$ cat src/rtl/monster_ctrl_if.sv
// Ghost controller bus: game/maze side (master) and ghost controller (slave).
interface monster_ctrl_if #(
    parameter int W = 9
);
    logic         enable;
    logic         tick;
    logic [W-1:0] p_x;
    logic [W-1:0] p_y;
    logic [3:0]   blk;
    logic         power;
    logic [W-1:0] x;
    logic [W-1:0] y;
    logic [1:0]   dir;
    logic [1:0]   mode;
    logic         caught;
    logic         eaten;

    modport master (
        output enable, tick, p_x, p_y, blk, power,
        input  x, y, dir, mode, caught, eaten
    );

    modport slave (
        input  enable, tick, p_x, p_y, blk, power,
        output x, y, dir, mode, caught, eaten
    );
endinterface

$ cat src/rtl/monster_ctrl.sv
// Pacman ghost controller: home release, CHASE/SCATTER stepping, catch flag.
// Optional FRIGHT mode (power pellet, eaten respawn) enabled by FRIGHT_MODE_EN.
module monster_ctrl #(
    parameter int INDEX         = 1,
    parameter int W             = 9,
    parameter int HOME_X        = 0,
    parameter int HOME_Y        = 0,
    parameter int CORNER_X      = 0,
    parameter int CORNER_Y      = 0,
    parameter int MAX_X         = 319,
    parameter int MAX_Y         = 239,
    parameter int STEP_DIV      = 2,
    parameter int RELEASE_TICKS = 60,
    parameter int CHASE_TICKS   = 400,
    parameter int SCATTER_TICKS = 100
) (
    input logic           clk,
    input logic           rst,
    monster_ctrl_if.slave bus
);

    typedef enum logic [1:0] {
        M_HOME    = 2'd0,
        M_CHASE   = 2'd1,
        M_SCATTER = 2'd2,
        M_FRIGHT  = 2'd3
    } mode_t;

    localparam logic [1:0] D_UP    = 2'd0;
    localparam logic [1:0] D_LEFT  = 2'd1;
    localparam logic [1:0] D_DOWN  = 2'd2;
    localparam logic [1:0] D_RIGHT = 2'd3;

    localparam logic [W-1:0] HX   = W'(HOME_X);
    localparam logic [W-1:0] HY   = W'(HOME_Y);
    localparam logic [W-1:0] CX   = W'(CORNER_X);
    localparam logic [W-1:0] CY   = W'(CORNER_Y);
    localparam logic [W-1:0] MXX  = W'(MAX_X);
    localparam logic [W-1:0] MXY  = W'(MAX_Y);
    localparam logic [W-1:0] ONE  = W'(1);
    localparam logic [31:0]  REL  = 32'(INDEX * RELEASE_TICKS);
    localparam logic [31:0]  CHT  = 32'(CHASE_TICKS);
    localparam logic [31:0]  SCT  = 32'(SCATTER_TICKS);
    localparam logic [31:0]  FRT  = 32'(4 * SCATTER_TICKS);
    localparam logic [31:0]  DIV  = 32'(STEP_DIV);
    localparam logic [31:0]  DIV2 = 32'(2 * STEP_DIV);

    mode_t        mode_q, mode_n;
    logic [31:0]  mcnt_q, mcnt_n, scnt_q, scnt_n, mc1, sc1;
    logic [W-1:0] x_q, x_n, y_q, y_n;
    logic [1:0]   dir_q, dir_n;
    logic         caught_q, caught_n, eaten_q, eaten_n;
    logic         etick, hit, step;

    logic [W-1:0]      tx, ty, nx, ny;
    logic signed [W:0] dx, dy;
    logic [W:0]        adx, ady;
    logic [1:0]        xdir, ydir, ndir, flip;
    logic              xprim;
    logic [1:0]        cand [7];
    logic              cv   [7];

    assign etick = bus.enable & bus.tick;

    // Direction choice: walk the priority list, first unblocked candidate wins
    always_comb begin
        tx    = (mode_q == M_SCATTER) ? CX : bus.p_x;
        ty    = (mode_q == M_SCATTER) ? CY : bus.p_y;
        dx    = $signed({1'b0, tx}) - $signed({1'b0, x_q});
        dy    = $signed({1'b0, ty}) - $signed({1'b0, y_q});
        adx   = dx[W] ? -dx : dx;
        ady   = dy[W] ? -dy : dy;
        flip  = (mode_q == M_FRIGHT) ? 2'b10 : 2'b00;
        xdir  = (dx[W] ? D_LEFT : D_RIGHT) ^ flip;
        ydir  = (dy[W] ? D_UP : D_DOWN) ^ flip;
        xprim = adx >= ady;
        cand[0] = xprim ? xdir : ydir;
        cv[0]   = xprim ? (dx != 0) : (dy != 0);
        cand[1] = xprim ? ydir : xdir;
        cv[1]   = xprim ? (dy != 0) : (dx != 0);
        cand[2] = dir_q;
        cv[2]   = 1'b1;
        for (int i = 0; i < 4; i++) begin
            cand[3+i] = 2'(i);
            cv[3+i]   = 1'b1;
        end
        ndir = dir_q;
        nx   = x_q;
        ny   = y_q;
        for (int i = 6; i >= 0; i--) begin
            if (cv[i] && !bus.blk[2'd3 - cand[i]]) ndir = cand[i];
        end
        if (!bus.blk[2'd3 - ndir]) begin
            case (ndir)
                D_UP:    if (y_q != '0) ny = y_q - ONE;
                D_LEFT:  if (x_q != '0) nx = x_q - ONE;
                D_DOWN:  if (y_q < MXY) ny = y_q + ONE;
                default: if (x_q < MXX) nx = x_q + ONE;
            endcase
        end
    end

    always_comb begin
        mode_n   = mode_q;
        mcnt_n   = mcnt_q;
        scnt_n   = scnt_q;
        x_n      = x_q;
        y_n      = y_q;
        dir_n    = dir_q;
        eaten_n  = 1'b0;
        hit      = (x_q == bus.p_x) && (y_q == bus.p_y);
        caught_n = hit && (mode_q == M_CHASE || mode_q == M_SCATTER);
        mc1      = mcnt_q + 32'd1;
        sc1      = scnt_q + 32'd1;
        step     = etick && (mode_q != M_HOME) &&
                   (sc1 >= ((mode_q == M_FRIGHT) ? DIV2 : DIV));
        if (etick && mode_q != M_HOME) scnt_n = step ? '0 : sc1;
        if (step) begin
            x_n   = nx;
            y_n   = ny;
            dir_n = ndir;
        end
        case (mode_q)
            M_HOME: begin
                scnt_n = '0;
                if (etick) begin
                    if (mc1 >= REL) begin
                        mode_n = M_CHASE;
                        mcnt_n = '0;
                    end else begin
                        mcnt_n = mc1;
                    end
                end
            end
            M_CHASE: if (etick) begin
                if (mc1 >= CHT) begin
                    mode_n = M_SCATTER;
                    mcnt_n = '0;
                end else begin
                    mcnt_n = mc1;
                end
            end
            M_SCATTER: if (etick) begin
                if (mc1 >= SCT) begin
                    mode_n = M_CHASE;
                    mcnt_n = '0;
                end else begin
                    mcnt_n = mc1;
                end
            end
            default: if (etick) begin
                if (mc1 >= FRT) begin
                    mode_n = M_CHASE;
                    mcnt_n = '0;
                    scnt_n = '0;
                end else begin
                    mcnt_n = mc1;
                end
            end
        endcase
`ifdef FRIGHT_MODE_EN
        if (bus.enable) begin
            if (mode_q == M_FRIGHT && hit) begin
                eaten_n = 1'b1;
                x_n     = HX;
                y_n     = HY;
                mode_n  = M_HOME;
                mcnt_n  = '0;
                scnt_n  = '0;
            end else if (bus.power && mode_q != M_HOME) begin
                mode_n = M_FRIGHT;
                mcnt_n = '0;
                if (mode_q != M_FRIGHT) begin
                    scnt_n = '0;
                    if (!bus.blk[2'd3 - (dir_q ^ 2'b10)]) dir_n = dir_q ^ 2'b10;
                end
            end
        end
`endif
    end

`ifndef FRIGHT_MODE_EN
    wire unused_power = bus.power;
`endif

    always_ff @(posedge clk or posedge rst) begin
        if (rst) begin
            mode_q   <= M_HOME;
            mcnt_q   <= '0;
            scnt_q   <= '0;
            x_q      <= HX;
            y_q      <= HY;
            dir_q    <= D_UP;
            caught_q <= 1'b0;
            eaten_q  <= 1'b0;
        end else begin
            mode_q   <= mode_n;
            mcnt_q   <= mcnt_n;
            scnt_q   <= scnt_n;
            x_q      <= x_n;
            y_q      <= y_n;
            dir_q    <= dir_n;
            caught_q <= caught_n;
            eaten_q  <= eaten_n;
        end
    end

    assign bus.x      = x_q;
    assign bus.y      = y_q;
    assign bus.dir    = dir_q;
    assign bus.mode   = mode_q;
    assign bus.caught = caught_q;
    assign bus.eaten  = eaten_q;

endmodule
$ cat src/flat_wrapper.sv
// flat-port wrapper written by rule: the top's interface ports become plain ports
module monster_ctrl_flat 
#(
    parameter int INDEX         = 1,
    parameter int W             = 9,
    parameter int HOME_X        = 0,
    parameter int HOME_Y        = 0,
    parameter int CORNER_X      = 0,
    parameter int CORNER_Y      = 0,
    parameter int MAX_X         = 319,
    parameter int MAX_Y         = 239,
    parameter int STEP_DIV      = 2,
    parameter int RELEASE_TICKS = 60,
    parameter int CHASE_TICKS   = 400,
    parameter int SCATTER_TICKS = 100
)
  (clk, rst, bus_enable, bus_tick, bus_p_x, bus_p_y, bus_blk, bus_power, bus_x, bus_y, bus_dir, bus_mode, bus_caught, bus_eaten);
  monster_ctrl_if #(.W(W)) bus_i ();
  input logic clk;
  input logic rst;
  input wire logic [$bits(bus_i.enable)-1:0] bus_enable;
  input wire logic [$bits(bus_i.tick)-1:0] bus_tick;
  input wire logic [$bits(bus_i.p_x)-1:0] bus_p_x;
  input wire logic [$bits(bus_i.p_y)-1:0] bus_p_y;
  input wire logic [$bits(bus_i.blk)-1:0] bus_blk;
  input wire logic [$bits(bus_i.power)-1:0] bus_power;
  output wire logic [$bits(bus_i.x)-1:0] bus_x;
  output wire logic [$bits(bus_i.y)-1:0] bus_y;
  output wire logic [$bits(bus_i.dir)-1:0] bus_dir;
  output wire logic [$bits(bus_i.mode)-1:0] bus_mode;
  output wire logic [$bits(bus_i.caught)-1:0] bus_caught;
  output wire logic [$bits(bus_i.eaten)-1:0] bus_eaten;
  assign bus_i.enable = bus_enable;
  assign bus_i.tick = bus_tick;
  assign bus_i.p_x = bus_p_x;
  assign bus_i.p_y = bus_p_y;
  assign bus_i.blk = bus_blk;
  assign bus_i.power = bus_power;
  assign bus_x = bus_i.x;
  assign bus_y = bus_i.y;
  assign bus_dir = bus_i.dir;
  assign bus_mode = bus_i.mode;
  assign bus_caught = bus_i.caught;
  assign bus_eaten = bus_i.eaten;
  monster_ctrl #(.INDEX(INDEX), .W(W), .HOME_X(HOME_X), .HOME_Y(HOME_Y), .CORNER_X(CORNER_X), .CORNER_Y(CORNER_Y), .MAX_X(MAX_X), .MAX_Y(MAX_Y), .STEP_DIV(STEP_DIV), .RELEASE_TICKS(RELEASE_TICKS), .CHASE_TICKS(CHASE_TICKS), .SCATTER_TICKS(SCATTER_TICKS)) u_core (.clk(clk), .rst(rst), .bus(bus_i));
endmodule
$ cat config.mk
export PLATFORM = sky130hd
export DESIGN_NAME = monster_ctrl_flat
export DESIGN_NICKNAME = d
export VERILOG_FILES = /design/src/rtl/monster_ctrl_if.sv /design/src/rtl/monster_ctrl.sv /design/src/flat_wrapper.sv
export SDC_FILE = /design/constraint.sdc
export NUM_CORES = 1
export LEC_CHECK = 0
export BUFFER_PORTS_ARGS = -buffer_cell sky130_fd_sc_hd__buf_2
export CORE_MARGIN = 3
export CORE_UTILIZATION = 29
export CTS_BUF_LIST = sky130_fd_sc_hd__clkbuf_8
export CTS_CLUSTER_SIZE = 28
export DETAILED_ROUTE_END_ITERATION = 6
export GPL_TIMING_DRIVEN = 0
export PLACE_DENSITY_LB_ADDON = 0.08
export RECOVER_POWER = 50
export REMOVE_ABC_BUFFERS = 1
export SLEW_MARGIN = 20
export SYNTH_ARGS = -nofsm -noshare
export SYNTH_HDL_FRONTEND = slang
export SYNTH_SLANG_ARGS = --single-unit
$ cat constraint.sdc
create_clock -name clk -period 8.9 [get_ports clk]
set_clock_uncertainty 0.15 [all_clocks]
set_input_delay 1.78 -clock clk [delete_from_list [all_inputs] [get_ports clk]]
set_output_delay 1.78 -clock clk [all_outputs]
set_load 0.05 [all_outputs]
==> impl_metrics.tcl <==
set metrics [dict create \
    status "finished with violations" \
    violations "max-capacitance violations, max-slew violations" \
    die_w_um 164 \
    insertion_delay_ns 0.38 \
    area_growth_pct 10.7 \
    p_clk_frac 0.120 \
    final_max_slew_viol_count 90 \
    avgSynthCellArea_um2 8.45 \
    layout_setup_ws_ns 0.994 \
    design.die.area_um2 26800 \
    track_usage 0.148 \
    fp-row-count 57 \
    grt_pass1_vias 6019 \
    async_reset_ff_frac 1.00 \
    synthXorXnorAreaFrac 0.0924 \
    holdPathEnd "u_core.mcnt_q[30]" \
    top_layer_used "met4" \
    drtIter0Drc 287 \
    power.density_nw_per_um2 340 \
    n_antenna_cell 0 \
    finalHoldViolCount 0 \
    htree_levels 3 \
    synthCells 853 \
    r2r-end "u_core.bus.y[8]" \
    synth_compound_area_frac 0.170 \
    vias_per_cell 4.97 \
    max-cap-violations 2 \
    synth_cell_type_count 77 \
    slowest_stage "nor2_1" \
    yosys.area.top_type "dfrtp_1" \
    setup_viol 0 \
    synth.top_cell.area_share 0.302 \
    layout-drive-gt1-share 0.100 \
    final.setup.tns_ns 0 \
    hpwl_um 14500 \
    ys_warn_count 0 \
    crit_required_ns 9.02 \
    yosysSeqAreaShare 0.302 \
    num_vias 6025 \
    grt_setup_unrepaired "no" \
    cts_hold_buf 0 \
    netlist_area_um2 7210 \
    cp-end-kind "register" \
    fin_crit_sh 0.888 \
    wl_met2_um 8970 \
    p_sw_frac 0.506 \
    antenna_found_initial 0 \
    synth.most_common_cell "dfrtp_1" \
    wl_met1_um 9470 \
    cp_max_fo 13 \
    cts_sinks 87 \
    synth-adder-area-share 0.0969 \
    yosys-top-cells-area "dfrtp_1 (30%), ha_1 (8.9%), xnor2_1 (6.1%), and2_1 (4.5%), nand2_1 (3.4%)" \
    finalNetCount 964 \
    cp-start-kind "primary input" \
    intPower_mw 1.34 \
    r2r_start "u_core.bus.mode[0]" \
    finalWirelength_um 19000 \
    tightest_slew_ns 3.14 \
    max_clock_freq_ghz 0.126 \
    cts_setup_buffers 0 \
    dp_slack_ns 0.567 \
    coreArea_um2 24400 \
    cpMostUsedCell "a21oi_1" \
    synth_edf_count 0 \
    cp.arrival_ns 8.02 \
    holdCritPathClass "reg -> reg" \
    path_clk_slew_ns 0.10 \
    place.gp.congestion 0.738 \
    hold_path.startpoint "u_core.mcnt_q[30]" \
    grt_pass1_wl_um 32100 \
    max_stage_delay_ns 0.70 \
    finalCriticalPeriod_ns 7.91 \
    drc_errors 0 \
    globalRoute.totalOverflow 0 \
    grt_max_degree 56 \
    io_pins 51 \
    cts_buffers 9 \
    initial_core_util 0.295 \
    wl_per_cell_um 15.7 \
    numPortBuffers 48 \
    synth_common_cells "dfrtp_1 (87), nand2_1 (66), and2_1 (52)" \
    r2r_slack_ns 1.13 \
    synth-simple-area-share 0.275 \
    ctsResizeCount 0 \
    cts_tree "yes" \
    slew_headroom -1.10 \
    wl_met3_um 358 \
    worstHoldPathCells 1 \
    p_seq_frac 0.197 \
    synth_mux_area_frac 0.0217 \
    power.leakage_nw 3.49 \
    drtAntennaViolNets 0 \
    first_pass_iters 4 \
    die_h_um 164 \
    cts_buffer_depth 2 \
    ctsRootBufferMaster "clkbuf_8" \
    synth_ff_type "dfrtp_1" \
    critical_path_class "in -> reg" \
    r2r.worst_path.cells 29 \
    synth_top_family_by_area "simple AND/OR/NAND/NOR gates" \
    peakVddDrop_v 0.000217 \
    synth_seq_cells 87 \
    pwr-share-comb 0.683 \
    power_switching_mw 1.37 \
]
==> worst max-delay path, delay by kind of cell <==
kind	cells	cell delay, ns
AND/OR/NAND/NOR	6	1.84
XOR/XNOR	3	0.48
adder cells (fa/ha/maj)	3	1.05
buffers and inverters	1	0.10
AO/OA/AOI/OAI	15	2.77
==> flip-flops by register name, indices dropped and copies added (netlist names) <==
signal / count
u_core.scnt_q: 32
u_core.bus.x: 9
u_core.bus.caught: 1
u_core.mcnt_q: 32
u_core.bus.dir: 2
u_core.bus.y: 9
u_core.bus.mode: 2
==> routing by layer <==
layer,up-vias,GRT usage
li1,3154,-
met1,2797,0.204
met2,60,0.246
met3,14,0.0180
met4,0,0.0377
met5,-,0
==> kinds of logic (layout without fill, tap and decap cells) <==
| family | after synthesis | in the layout |
|---|---|---|
| buf+inv | 75 | 110 |
| simple gates | 361 | 361 |
| fa+ha+maj | 54 | 54 |
| flops | 87 | 87 |
| compound gates | 185 | 185 |
| xor+xnor | 76 | 76 |
| other cells | 1 | 1 |
| mux | 14 | 14 |
==> through the flow <==
stage                     area (um2)   util  power (mW)  std cells  hold WS, ns
after global routing            7980  0.327        3.03       1212        0.418
final                           7980  0.327        2.71       1212        0.372
after detailed placement        7770  0.319        2.42       1196        0.352
after global placement          7710  0.316        2.39       1194        0.346
after CTS                       8000  0.328        2.76       1212        0.378
after floorplan                 7070      -        1.97        822        0.318
==> worst max-delay path by stage <==
stage | startpoint | endpoint | depth (start not counted)
after floorplan | bus_p_y[1] | u_core.bus.y[8] | 27
after global placement | bus_p_y[1] | u_core.bus.y[8] | 28
after detailed placement | bus_p_y[1] | u_core.bus.y[8] | 28
after CTS | bus_p_y[1] | u_core.bus.y[8] | 28
after global routing | u_core.bus.mode[0] | u_core.bus.y[8] | 30
final | bus_p_y[1] | u_core.bus.y[8] | 28
==> power groups by stage <==
| stage | clock, mW | sequential (mW) | combinational, mW |
|---|---|---|---|
| 2_1_floorplan | 0 | 0.630 | 1.34 |
| 4_1_cts | 0.340 | 0.535 | 1.88 |
| 5_1_grt | 0.356 | 0.548 | 2.12 |
| 3_5_place_dp | 0 | 0.544 | 1.87 |
| 3_3_place_gp | 0 | 0.544 | 1.85 |
| 6_report | 0.326 | 0.534 | 1.85 |
==> cell type report <==
type	count	area, um2
inverters	44	166
repair buffers	50	258
well taps	324	405
clock inverters	7	103
fillers	2631	16400
multi-input cells	691	4740
clock buffers	9	124
flip-flops and latches	87	2180
==> layout by cell type (no fill, tap or decap), types with 4 or more instances in the layout <==
cell type / count
a31oi_1: 5
xnor2_1: 50
nand2_1: 66
xor2_1: 26
o211ai_1: 5
nand4_1: 28
mux2i_1: 10
and2_1: 51
or3_1: 10
or4_1: 9
ha_1: 51
a22oi_1: 4
dfrtp_1: 87
and3_1: 8
a21o_1: 12
and4_1: 8
o21bai_1: 7
buf_2: 47
clkbuf_8: 9
nand2b_1: 5
inv_1: 42
nand3_1: 34
o21ai_0: 40
nor3_1: 27
o22ai_1: 4
a2111oi_0: 4
o41ai_1: 5
a21oi_1: 47
nor4_1: 14
or2_2: 9
o31ai_1: 11
nor2b_1: 21
o21a_1: 4
nor4b_1: 4
nor2_1: 48
Power figures use the tool's default switching activity.
